[src/rtl/shader_pkg.sv]
// Shared types for the direct-lighting shader merge stage.
// Holds the blend-manager payload, channel index type and miss colour.
package shader_pkg;

  typedef struct packed {
    logic [15:0] pix;
    logic [7:0]  r;
    logic [7:0]  g;
    logic [7:0]  b;
  } calc_direct_to_BM_t;

  localparam int CDM_CH_W = 2;

  typedef logic [CDM_CH_W-1:0] cdm_ch_t;

  localparam calc_direct_to_BM_t MISS_COLOR = '{
    pix: 16'h0000,
    r:   8'h20,
    g:   8'h28,
    b:   8'h40
  };

endpackage

[src/rtl/cdm_credit_fifo.sv]
// One merge channel: issue credits, LAT-deep in-flight tracker, result FIFO.
// Ports: clk/rst (sync, active-low), issue_valid/issue_stall, res_valid/res_data,
// pop (arbiter grant), empty/head (FIFO head, combinational), err (sticky).
module cdm_credit_fifo
  import shader_pkg::*;
#(
  parameter int DEPTH = 16,
  parameter int LAT   = 4,
  parameter int W     = $bits(calc_direct_to_BM_t)
) (
  input  logic         clk,
  input  logic         rst,
  input  logic         issue_valid,
  output logic         issue_stall,
  input  logic         res_valid,
  input  logic [W-1:0] res_data,
  input  logic         pop,
  output logic         empty,
  output logic [W-1:0] head,
  output logic         err
);

  localparam int CW = $clog2(DEPTH + 1);
  localparam int PW = (DEPTH > 1) ? $clog2(DEPTH) : 1;

  logic [CW-1:0]  r_credit;
  logic [CW-1:0]  r_count;
  logic [PW-1:0]  r_wptr;
  logic [PW-1:0]  r_rptr;
  logic [LAT-1:0] r_fly;
  logic           r_err;
  logic [W-1:0]   r_mem [DEPTH];

  logic w_accept;
  logic w_expect;
  logic w_wr;
  logic w_pop;

  function automatic logic [PW-1:0] f_inc(
    input logic [PW-1:0] p
  );
    return (p == PW'(DEPTH - 1)) ? '0 : p + 1'b1;
  endfunction

  // Stall is forced during reset so nothing is accepted
  // against stale credit state.
  assign issue_stall = ~rst | (r_credit == '0);
  assign w_accept    = issue_valid & ~issue_stall;
  assign w_expect    = r_fly[LAT-1];
  assign w_wr        = res_valid & w_expect;
  assign empty       = (r_count == '0);
  assign w_pop       = pop & ~empty;
  assign head        = r_mem[r_rptr];
  assign err         = r_err;

  always_ff @(posedge clk) begin
    if (!rst) begin
      r_credit <= CW'(DEPTH);
      r_count  <= '0;
      r_wptr   <= '0;
      r_rptr   <= '0;
      r_fly    <= '0;
      r_err    <= 1'b0;
    end else begin
      r_credit <= r_credit + CW'(w_pop) - CW'(w_accept);
      r_count  <= r_count + CW'(w_wr) - CW'(w_pop);
      r_fly    <= (r_fly << 1) | LAT'(w_accept);
      if (res_valid != w_expect) r_err <= 1'b1;
      if (w_wr)  r_wptr <= f_inc(r_wptr);
      if (w_pop) r_rptr <= f_inc(r_rptr);
    end
  end

  always_ff @(posedge clk) begin
    if (w_wr) r_mem[r_wptr] <= res_data;
  end

endmodule

[src/rtl/calc_direct_merge.sv]
// Direct-lighting merge: NUM_CH credit-admitted channels drained round-robin.
// Ports: clk/rst (sync, active-low), issue_valid/issue_stall[NUM_CH],
// res_valid[NUM_CH], res_data[NUM_CH*W] (ch0 in LSBs), ds_valid/ds_stall,
// ds_data[W], ds_ch, err (sticky). Define CALC_DIRECT_MERGE_STATS_EN to add
// stat_grants[NUM_CH*32] (pops per channel) and stat_stall_cycles[32].
module calc_direct_merge
  import shader_pkg::*;
#(
  parameter int  NUM_CH = 3,
  parameter int  DEPTH  = 16,
  parameter int  LAT    = 4,
  parameter int  W      = $bits(calc_direct_to_BM_t),
  localparam int CHW    = (NUM_CH > 1) ? $clog2(NUM_CH) : 1
) (
  input  logic                clk,
  input  logic                rst,
  input  logic [NUM_CH-1:0]   issue_valid,
  output logic [NUM_CH-1:0]   issue_stall,
  input  logic [NUM_CH-1:0]   res_valid,
  input  logic [NUM_CH*W-1:0] res_data,
  output logic                ds_valid,
  input  logic                ds_stall,
  output logic [W-1:0]        ds_data,
  output logic [CHW-1:0]      ds_ch,
  output logic                err
`ifdef CALC_DIRECT_MERGE_STATS_EN
  ,
  output logic [NUM_CH*32-1:0] stat_grants,
  output logic [31:0]          stat_stall_cycles
`endif
);

  logic [NUM_CH-1:0]        w_empty;
  logic [NUM_CH-1:0]        w_err;
  logic [NUM_CH-1:0]        w_pop;
  logic [NUM_CH-1:0][W-1:0] w_head;
  logic [CHW-1:0]           w_srch;
  logic [CHW-1:0]           w_grant;
  logic [CHW-1:0]           w_rr_nxt;
  logic                     w_pop_any;

  logic [CHW-1:0] r_rr;
  logic           r_lock;
  logic [CHW-1:0] r_lock_ch;

  for (genvar g = 0; g < NUM_CH; g++) begin : g_ch
    cdm_credit_fifo #(
      .DEPTH (DEPTH),
      .LAT   (LAT),
      .W     (W)
    ) u_ch (
      .clk         (clk),
      .rst         (rst),
      .issue_valid (issue_valid[g]),
      .issue_stall (issue_stall[g]),
      .res_valid   (res_valid[g]),
      .res_data    (res_data[g*W +: W]),
      .pop         (w_pop[g]),
      .empty       (w_empty[g]),
      .head        (w_head[g]),
      .err         (w_err[g])
    );
  end

  // First non-empty channel at or after r_rr, wrapping.
  always_comb begin
    int   idx;
    logic found;
    idx    = 0;
    found  = 1'b0;
    w_srch = '0;
    for (int k = 0; k < NUM_CH; k++) begin
      idx = int'(r_rr) + k;
      if (idx >= NUM_CH) idx = idx - NUM_CH;
      if (!found && !w_empty[idx]) begin
        found  = 1'b1;
        w_srch = CHW'(idx);
      end
    end
  end

  // A stalled grant is held so ds_* stay stable until it pops.
  assign w_grant   = r_lock ? r_lock_ch : w_srch;
  assign ds_valid  = rst & ~(&w_empty);
  assign ds_data   = w_head[w_grant];
  assign ds_ch     = w_grant;
  assign err       = |w_err;
  assign w_pop_any = ds_valid & ~ds_stall;
  assign w_rr_nxt  = (w_grant == CHW'(NUM_CH - 1)) ? '0 : w_grant + 1'b1;

  always_comb begin
    w_pop = '0;
    for (int i = 0; i < NUM_CH; i++) begin
      w_pop[i] = w_pop_any && (w_grant == CHW'(i));
    end
  end

  always_ff @(posedge clk) begin
    if (!rst) begin
      r_rr      <= '0;
      r_lock    <= 1'b0;
      r_lock_ch <= '0;
    end else if (w_pop_any) begin
      r_rr   <= w_rr_nxt;
      r_lock <= 1'b0;
    end else if (ds_valid) begin
      r_lock    <= 1'b1;
      r_lock_ch <= w_grant;
    end
  end

`ifdef CALC_DIRECT_MERGE_STATS_EN
  logic [NUM_CH-1:0][31:0] r_grants;
  logic [31:0]             r_stall_cyc;

  always_ff @(posedge clk) begin
    if (!rst) begin
      r_grants    <= '0;
      r_stall_cyc <= '0;
    end else begin
      for (int i = 0; i < NUM_CH; i++) begin
        if (w_pop[i]) r_grants[i] <= r_grants[i] + 32'd1;
      end
      if (ds_valid && ds_stall) r_stall_cyc <= r_stall_cyc + 32'd1;
    end
  end

  assign stat_grants       = r_grants;
  assign stat_stall_cycles = r_stall_cyc;
`endif

endmodule
[config.mk]
export PLATFORM = sky130hd
export DESIGN_NAME = calc_direct_merge
export DESIGN_NICKNAME = d
export VERILOG_FILES = /design/src/rtl/shader_pkg.sv /design/src/rtl/cdm_credit_fifo.sv /design/src/rtl/calc_direct_merge.sv
export SDC_FILE = /design/constraint.sdc
export NUM_CORES = 2
export LEC_CHECK = 0
export BUFFER_PORTS_ARGS = -buffer_cell sky130_fd_sc_hd__buf_2
export CAP_MARGIN = 20
export CELL_PAD_IN_SITES_DETAIL_PLACEMENT = 1
export CELL_PAD_IN_SITES_GLOBAL_PLACEMENT = 1
export CORE_UTILIZATION = 60
export CTS_BUF_LIST = sky130_fd_sc_hd__clkbuf_2 sky130_fd_sc_hd__clkbuf_4 sky130_fd_sc_hd__clkbuf_8
export DETAILED_ROUTE_END_ITERATION = 8
export PLACE_DENSITY = 0.88
export SYNTH_ARGS = -nofsm -noshare
export SYNTH_HDL_FRONTEND = slang
export SYNTH_SLANG_ARGS = --single-unit
[constraint.sdc]
create_clock -name clk -period 13.35 [get_ports clk]
set_input_delay 2.0025 -clock clk [delete_from_list [all_inputs] [get_ports clk]]
set_output_delay 2.0025 -clock clk [all_outputs]
set_load 0.005 [all_outputs]
## Word-level counts from Yosys, hierarchy flattened

Memories as Yosys holds them, arrays and structs flattened. A register that Yosys moved wholly into a read port is not among the register bits.
Index checks and enable logic that the tools add are counted.

| cells by class | value |
|---|---|
| order comparisons | 7 |
| equal/unequal tests | 11 |
| multiplexer cells | 39 |
| bitwise logic cells | 27 |
| add/sub/neg operators | 24 |
| reductions and logical operators | 19 |

Operators with widths:

| cell | number |
|---|---|
| 32-bit by 4-bit less-than comparator with 1-bit output (second input constant) | 3 |
| 32-bit two-way mux | 3 |
| 40-bit binary-select mux with 2-bit select | 1 |
| 4-bit two-way mux | 12 |
| 40-bit two-way mux | 1 |
| 5-bit by 1-bit adder with 5-bit output | 6 |
| 5-bit zero test | 6 |
| 5-bit by 1-bit subtractor with 5-bit output | 6 |
| 4-bit by 1-bit adder with 4-bit output (second input constant) | 6 |
| 4-bit == test (second input constant) | 6 |
| 1-bit two-way mux | 14 |
| 4-bit by 1-bit bitwise OR with 4-bit output | 3 |
| 1-bit bitwise AND | 11 |
| 2-bit two-way mux | 5 |
| 1-bit NOT | 10 |
| 3-bit by 2-bit subtractor with 4-bit output (second input constant) | 2 |
| 1-bit binary-select mux with 2-bit select | 3 |
| 3-bit by 2-bit greater-or-equal comparator with 1-bit output (second input constant) | 2 |
| 1-bit logical AND | 5 |
| 2-bit by 1-bit adder with 3-bit output (second input constant) | 1 |
| 2-bit by 2-bit adder with 3-bit output (second input constant) | 1 |
| 1-bit zero test | 3 |
| 2-bit by 3-bit less-than comparator with 1-bit output (second input constant) | 1 |
| 1-bit != test | 3 |
| 11 further kinds | 13 |

| word-level totals | value |
|---|---|
| output and inout port bits | 47 |
| RAM bits | 1,920 |
| input bits | 129 |
| register bits after elaboration | 74 |
| logic and storage cells | 151 |
| memories | 3 |

Memories:

| memory | words | bits a word | rd ports | clocked after memory_dff | write ports | line | RTL |
|---|---|---|---|---|---|---|---|
| g_ch[0].u_ch.r_mem | 16 | 40 | 1 | 1 | 1 | cdm_credit_fifo.sv:32 | `logic [W-1:0] r_mem [DEPTH];` |
| g_ch[1].u_ch.r_mem | 16 | 40 | 1 | 1 | 1 | cdm_credit_fifo.sv:32 |  |
| g_ch[2].u_ch.r_mem | 16 | 40 | 1 | 1 | 1 | cdm_credit_fifo.sv:32 |  |

## Depth between registers and ports, before layout

| depth | value |
|---|---|
| word-level depth | 18 |
| mapped depth | 17 |
| gate-level depth less buffers | 17 |

## Modules after synthesis

Synthesis repeated with hierarchy kept, for this count alone.

| unflattened totals | value |
|---|---|
| cells, all modules | 3,655 |
| area total of the unflattened synthesis | 78,870.6 µm² |

Modules (own cells, without submodules):

| module | seq. area each (µm²) | area an instance (µm²) | instances | cells each |
|---|---|---|---|---|
| cdm_credit_fifo (g_ch[0].u_ch) | 19,759.0 | 25,650.9 | 1 | 1,131 |
| cdm_credit_fifo (g_ch[1].u_ch) | 19,759.0 | 25,647.1 | 1 | 1,131 |
| cdm_credit_fifo (g_ch[2].u_ch) | 19,759.0 | 25,642.1 | 1 | 1,131 |
| calc_direct_merge | 100.1 | 1,930.6 | 1 | 262 |

## Least setup slack after synthesis

OpenSTA, ideal clock, no wires.

| timing path | value |
|---|---|
| path type | reg-to-output |
| start point | register g_ch[0].u_ch.r_count[3] |
| end point | output ds_data[31] |
| path slack | 8.338 ns |
| required time | 11.347 ns |
| arrival time | 3.010 ns |
| cell stages (with the launch flop) | 11 |
| buffers on the path | 1 |
| cell sequence | dfxtp_1 > inv_1 > ha_1 > nor4b_1 > nor2_1 > or4_4 > a221o_2 > a32oi_2 > buf_2 > nor2b_1 > a211o_1 |

| on the way | value |
|---|---|
| cells in the longest elaborated chain, start to end | 13 |
| elaborated cells between the ends (all ways) | 23 |
| classes of those cells | 17 x mux; 6 x reduce/logical |

Ends and longest elaborated chain:

| element | line | RTL |
|---|---|---|
| start: declaration | cdm_credit_fifo.sv:27 | `logic [CW-1:0] r_count;` |
| start signal: assignment | cdm_credit_fifo.sv:66 | `r_count <= r_count + CW'(w_wr) - CW'(w_pop);` |
| 5-bit zero test * | cdm_credit_fifo.sv:51 | `assign empty = (r_count == '0);` |
| 1-bit binary-select mux with 2-bit select | calc_direct_merge.sv:75 | `if (!found && !w_empty[idx]) begin` |
| 1-bit two-way mux (not written as such) (2 in series) | calc_direct_merge.sv:75 |  |
| 1-bit zero test | calc_direct_merge.sv:75 |  |
| 1-bit logical AND | calc_direct_merge.sv:75 |  |
| 1-bit two-way mux | calc_direct_merge.sv:75 |  |
| 1-bit zero test | calc_direct_merge.sv:75 |  |
| 1-bit logical AND | calc_direct_merge.sv:75 |  |
| 2-bit two-way mux * | calc_direct_merge.sv:75 |  |
| 2-bit two-way mux * | calc_direct_merge.sv:83 | `assign w_grant = r_lock ? r_lock_ch : w_srch;` |
| 40-bit binary-select mux with 2-bit select * | calc_direct_merge.sv:85 | `assign ds_data = w_head[w_grant];` |
| 40-bit two-way mux (not written as such) * | calc_direct_merge.sv:85 |  |
| end: declaration | calc_direct_merge.sv:23 | `output logic [W-1:0] ds_data,` |

Every way passes the cells marked *; elsewhere a longest branch is shown, timed or not. The select of a mux whose other input is x is not followed.

==> flow_summary_export.csv <==
group,metric,value,unit
power_and_ir_drop,ir_drop,0.315,mV
power_and_ir_drop,p_seq_share,44.1,%
timing,maxSlewViolCount,0,
synth,syn_inst,3327,
finish,final_layout_size_suffix_gt1_share,35.4,%
synth,yosys.area_share.simple,2.09,%
power_and_ir_drop,powerDensity,184,nW/µm²
cts,cts_setup_buffers,0,
cts,clk_path_buf_depth,4,
grt,antenna_found_initial,67,
cts,clock_sinks,2006,
floorplanning,die_width,361,µm
grt,overflow,0,
power_and_ir_drop,share_comb_of_total_power,21.0,%
power_and_ir_drop,p_sw,0.00506,W
job,cap_viol_max_count,0,
placed_design,globalplace.congestion,0.771,
timing,worst_pin_slew,1.25,ns
synth,synth_area_leaders,"edfxtp_1 (74%), mux4_2 (17%), dfxtp_1 (2.2%), ha_1 (0.92%), and2_1 (0.86%)",
synth,synth-seq-area-share,76.7,%
power_and_ir_drop,clockPowerShare,34.8,%
power_and_ir_drop,internal_power,0.0109,W
grt,grt_pass1_wl,337,mm
min_path,min_delay_path_depth,1,
drt,drt_pass1_iterations,5,
drt,wl,265,mm
cts,cts-root-buf,"clkbuf_8",
synth,synth_area_per_cell,23.3,µm²
worst_setup_path,path_class,"flip-flop to primary output",
synth,synth_adder_area_share,1.08,%
worst_setup_path,cp_max_fo,70,
synth,synth_fp_nets,3519,
timing,slew_headroom,16.6,%
synth,synth_mux_area_share,17.6,%
floorplanning,fp.coreArea,128000,µm²
worst_setup_path,worstPathArrival,5.67,ns
floorplanning,rows,131,
worst_setup_path,end_kind,"primary output",
synth,synth_top_area_share,74.5,%
finish,fin_nets,3932,
synth,synthArstFlopShare,0,%
cts,h-tree-depth,5,
timing,hold_viol_final,0,
worst_setup_path,cp.required,11.35,ns
drt,drtIter0Drc,8465,
cts,cts_hold_buf,0,
min_path,hold_path_class,"flip-flop to flip-flop",
synth,yosys_most_used_dff,"edfxtp_1",
grt,grt_usage,37.5,%
synth,synth_top_family_by_area,"multiplexers",
synth,yosysMostFrequentCell,"edfxtp_1",
drt,num_vias,43200,
floorplanning,die_area,130000,µm²
cts,cts_tree,"built",
finish,final_cell_area,86600,µm²
placed_design,post_dp_cell_area,80400,µm²
cts,cts-resized-gates,0,
timing,tns,0,ns
power_and_ir_drop,switching_share,31.7,%
grt,grt_max_degree,124,
floorplanning,die_y,361,µm
drt,wire_per_inst,46.7,µm
min_path,holdCritStartpoint,"g_ch[2].u_ch.r_fly[2]",
cts,cts_buffers,323,
finish,final_util,67.7,%
synth,synth_compound_area_share,1.15,%
finish,nFillCells,9962,
floorplanning,initial_utilization,60.6,%
timing,rsz0062_at_grt,"false",
grt,grt_pass1_vias,42600,
worst_setup_path,r2r-end,"g_ch[1].u_ch.r_count[4]",
synth,synth_edf_count,1920,
synth,ys_warn_count,0,
synth,ys_seq_elements,2006,
timing,min_period_over_period,57.5,%
drt,viasPerCell,7.61,
drt,route.antenna.remaining_nets,0,
timing,finalSetupViolations,0,
run_status,status,"finished clean",
synth,syn_area,77400,µm²
cts,clk_pin_slew,0.07,ns
worst_setup_path,start_kind,"flip-flop",
synth,synth_xor_area_share,0.305,%
synth,synth_top_area_cell,"edfxtp_1",
power_and_ir_drop,leakagePower,27.2,nW
cts,clk_latency,1.09,ns
timing,max_freq,130,MHz
worst_setup_path,ff2ff_path_depth,18,
finish,area_growth,11.8,%
synth,yosysUniqueCellTypes,58,
min_path,min_delay_worst_endpoint,"g_ch[2].u_ch.r_fly[3]",
placed_design,hpwl,113,mm
timing,min_period,7.68,ns
drt,route.detailed.drc,0,
placed_design,portBuffers,175,
floorplanning,ios,176,
worst_setup_path,critical_path.reg2reg.startpoint,"g_ch[0].u_ch.r_count[3]",
synth,ys_top_cells_by_count,"edfxtp_1 (1,920), mux4_2 (600), clkbuf_1 (121)",
worst_setup_path,r2r_slack,7.22,ns
timing,finClkSkew,0.0888,ns
final cells by class:
class                      instances  area [µm²]  area share (%)
inverter                          57         214           0.247
sequential                      2006       59400            68.6
tap                             1662        2080            2.40
timing repair buffer             250        1500            1.74
clock inverter                   117         673           0.777
clock buffer                     428        5280            6.10
multi-input combinational       1102       17300            19.9
antenna                           60         150           0.173
per-layer routing:
metal / part of all wire [%] / track usage [%]
met1: 31 / 49.3
met2: 47 / 58.5
met3: 14 / 10.1
met4: 6.6 / 19.6
met5: 0.14 / 0
worst max path at each step:
stage,startpoint,endpoint,cells after the start
after global placement,flip-flop,ds_data[11],7
after global routing,flip-flop,ds_data[11],7
after detailed placement,flip-flop,ds_data[11],7
after floorplan,g_ch[0].u_ch.r_count[3],ds_data[31],10
after CTS,flip-flop,ds_data[11],7
final,flip-flop,ds_data[11],7
metrics by stage:
step	hold slack (ns)	setup WS, ns	total power, W	instances
2_1_floorplan	0.412	8.34	0.00890	3327
3_3_place_gp	0.415	7.15	0.0101	5075
3_5_place_dp	0.426	7.06	0.0102	5075
4_1_cts	0.437	5.83	0.0156	5620
5_1_grt	0.447	5.70	0.0162	5665
6_report	0.436	5.67	0.0160	5682
state kept, by name (all words and copies together) (netlist names), named ones only:
register and cells:
g_ch.u_ch.err 3, g_ch.u_ch.r_count 15, g_ch.u_ch.r_credit 15, g_ch.u_ch.r_fly 12
g_ch.u_ch.r_mem 1920, g_ch.u_ch.r_rptr 12, g_ch.u_ch.r_wptr 12, r_lock 1
r_lock_ch 2, r_rr 2
cells by family (layout without fill, tap and decap cells):
| kind of cell | Yosys count | after routing |
|---|---|---|
| buf+inv | 219 | 852 |
| compound gates | 115 | 115 |
| xor+xnor | 27 | 27 |
| simple gates | 286 | 286 |
| mux | 611 | 611 |
| flops | 2006 | 2006 |
| fa+ha+maj | 63 | 63 |
| other cells | 0 | 60 |
cell usage in the layout (no fill, tap or decap), types with 4 or more instances in the layout:
master      instances
a21oi_1            29
clkbuf_8          331
clkinv_1           68
diode_2            60
and2_1             59
nor4b_1             4
buf_2             175
fa_1                6
xnor2_1            15
nand3_1            11
o21ai_0            13
nor2_1             59
a21o_1              7
mux4_2            600
nand2_1            27
clkinvlp_4          6
dfxtp_1            74
a211o_1            40
and2_2             48
nor2b_1            40
clkbuf_4           97
and3_1              5
mux2i_1            11
clkinv_2           35
bufinv_16           6
or3_1               5
inv_1              57
nor3_1              4
edfxtp_1         1920
xor2_1             12
dfxtp_4             9
ha_1               57
buf_4              71
power by group through the flow:
stage,clock (W),sequential (W),combinational (W)
2_1_floorplan,0,0.00710,0.00180
3_3_place_gp,0,0.00717,0.00292
3_5_place_dp,0,0.00717,0.00304
4_1_cts,0.00535,0.00704,0.00318
5_1_grt,0.00572,0.00705,0.00343
6_report,0.00556,0.00705,0.00336
critical path: stages (launching register included):
cell and delay [ns]:
dfxtp_4 0.63, buf_4 0.98, buf_4 0.95, mux4_2 0.45, mux4_2 0.62, nor2b_1 0.23
a211o_1 0.41, buf_2 0.17
(Power assumes the default switching activity.)
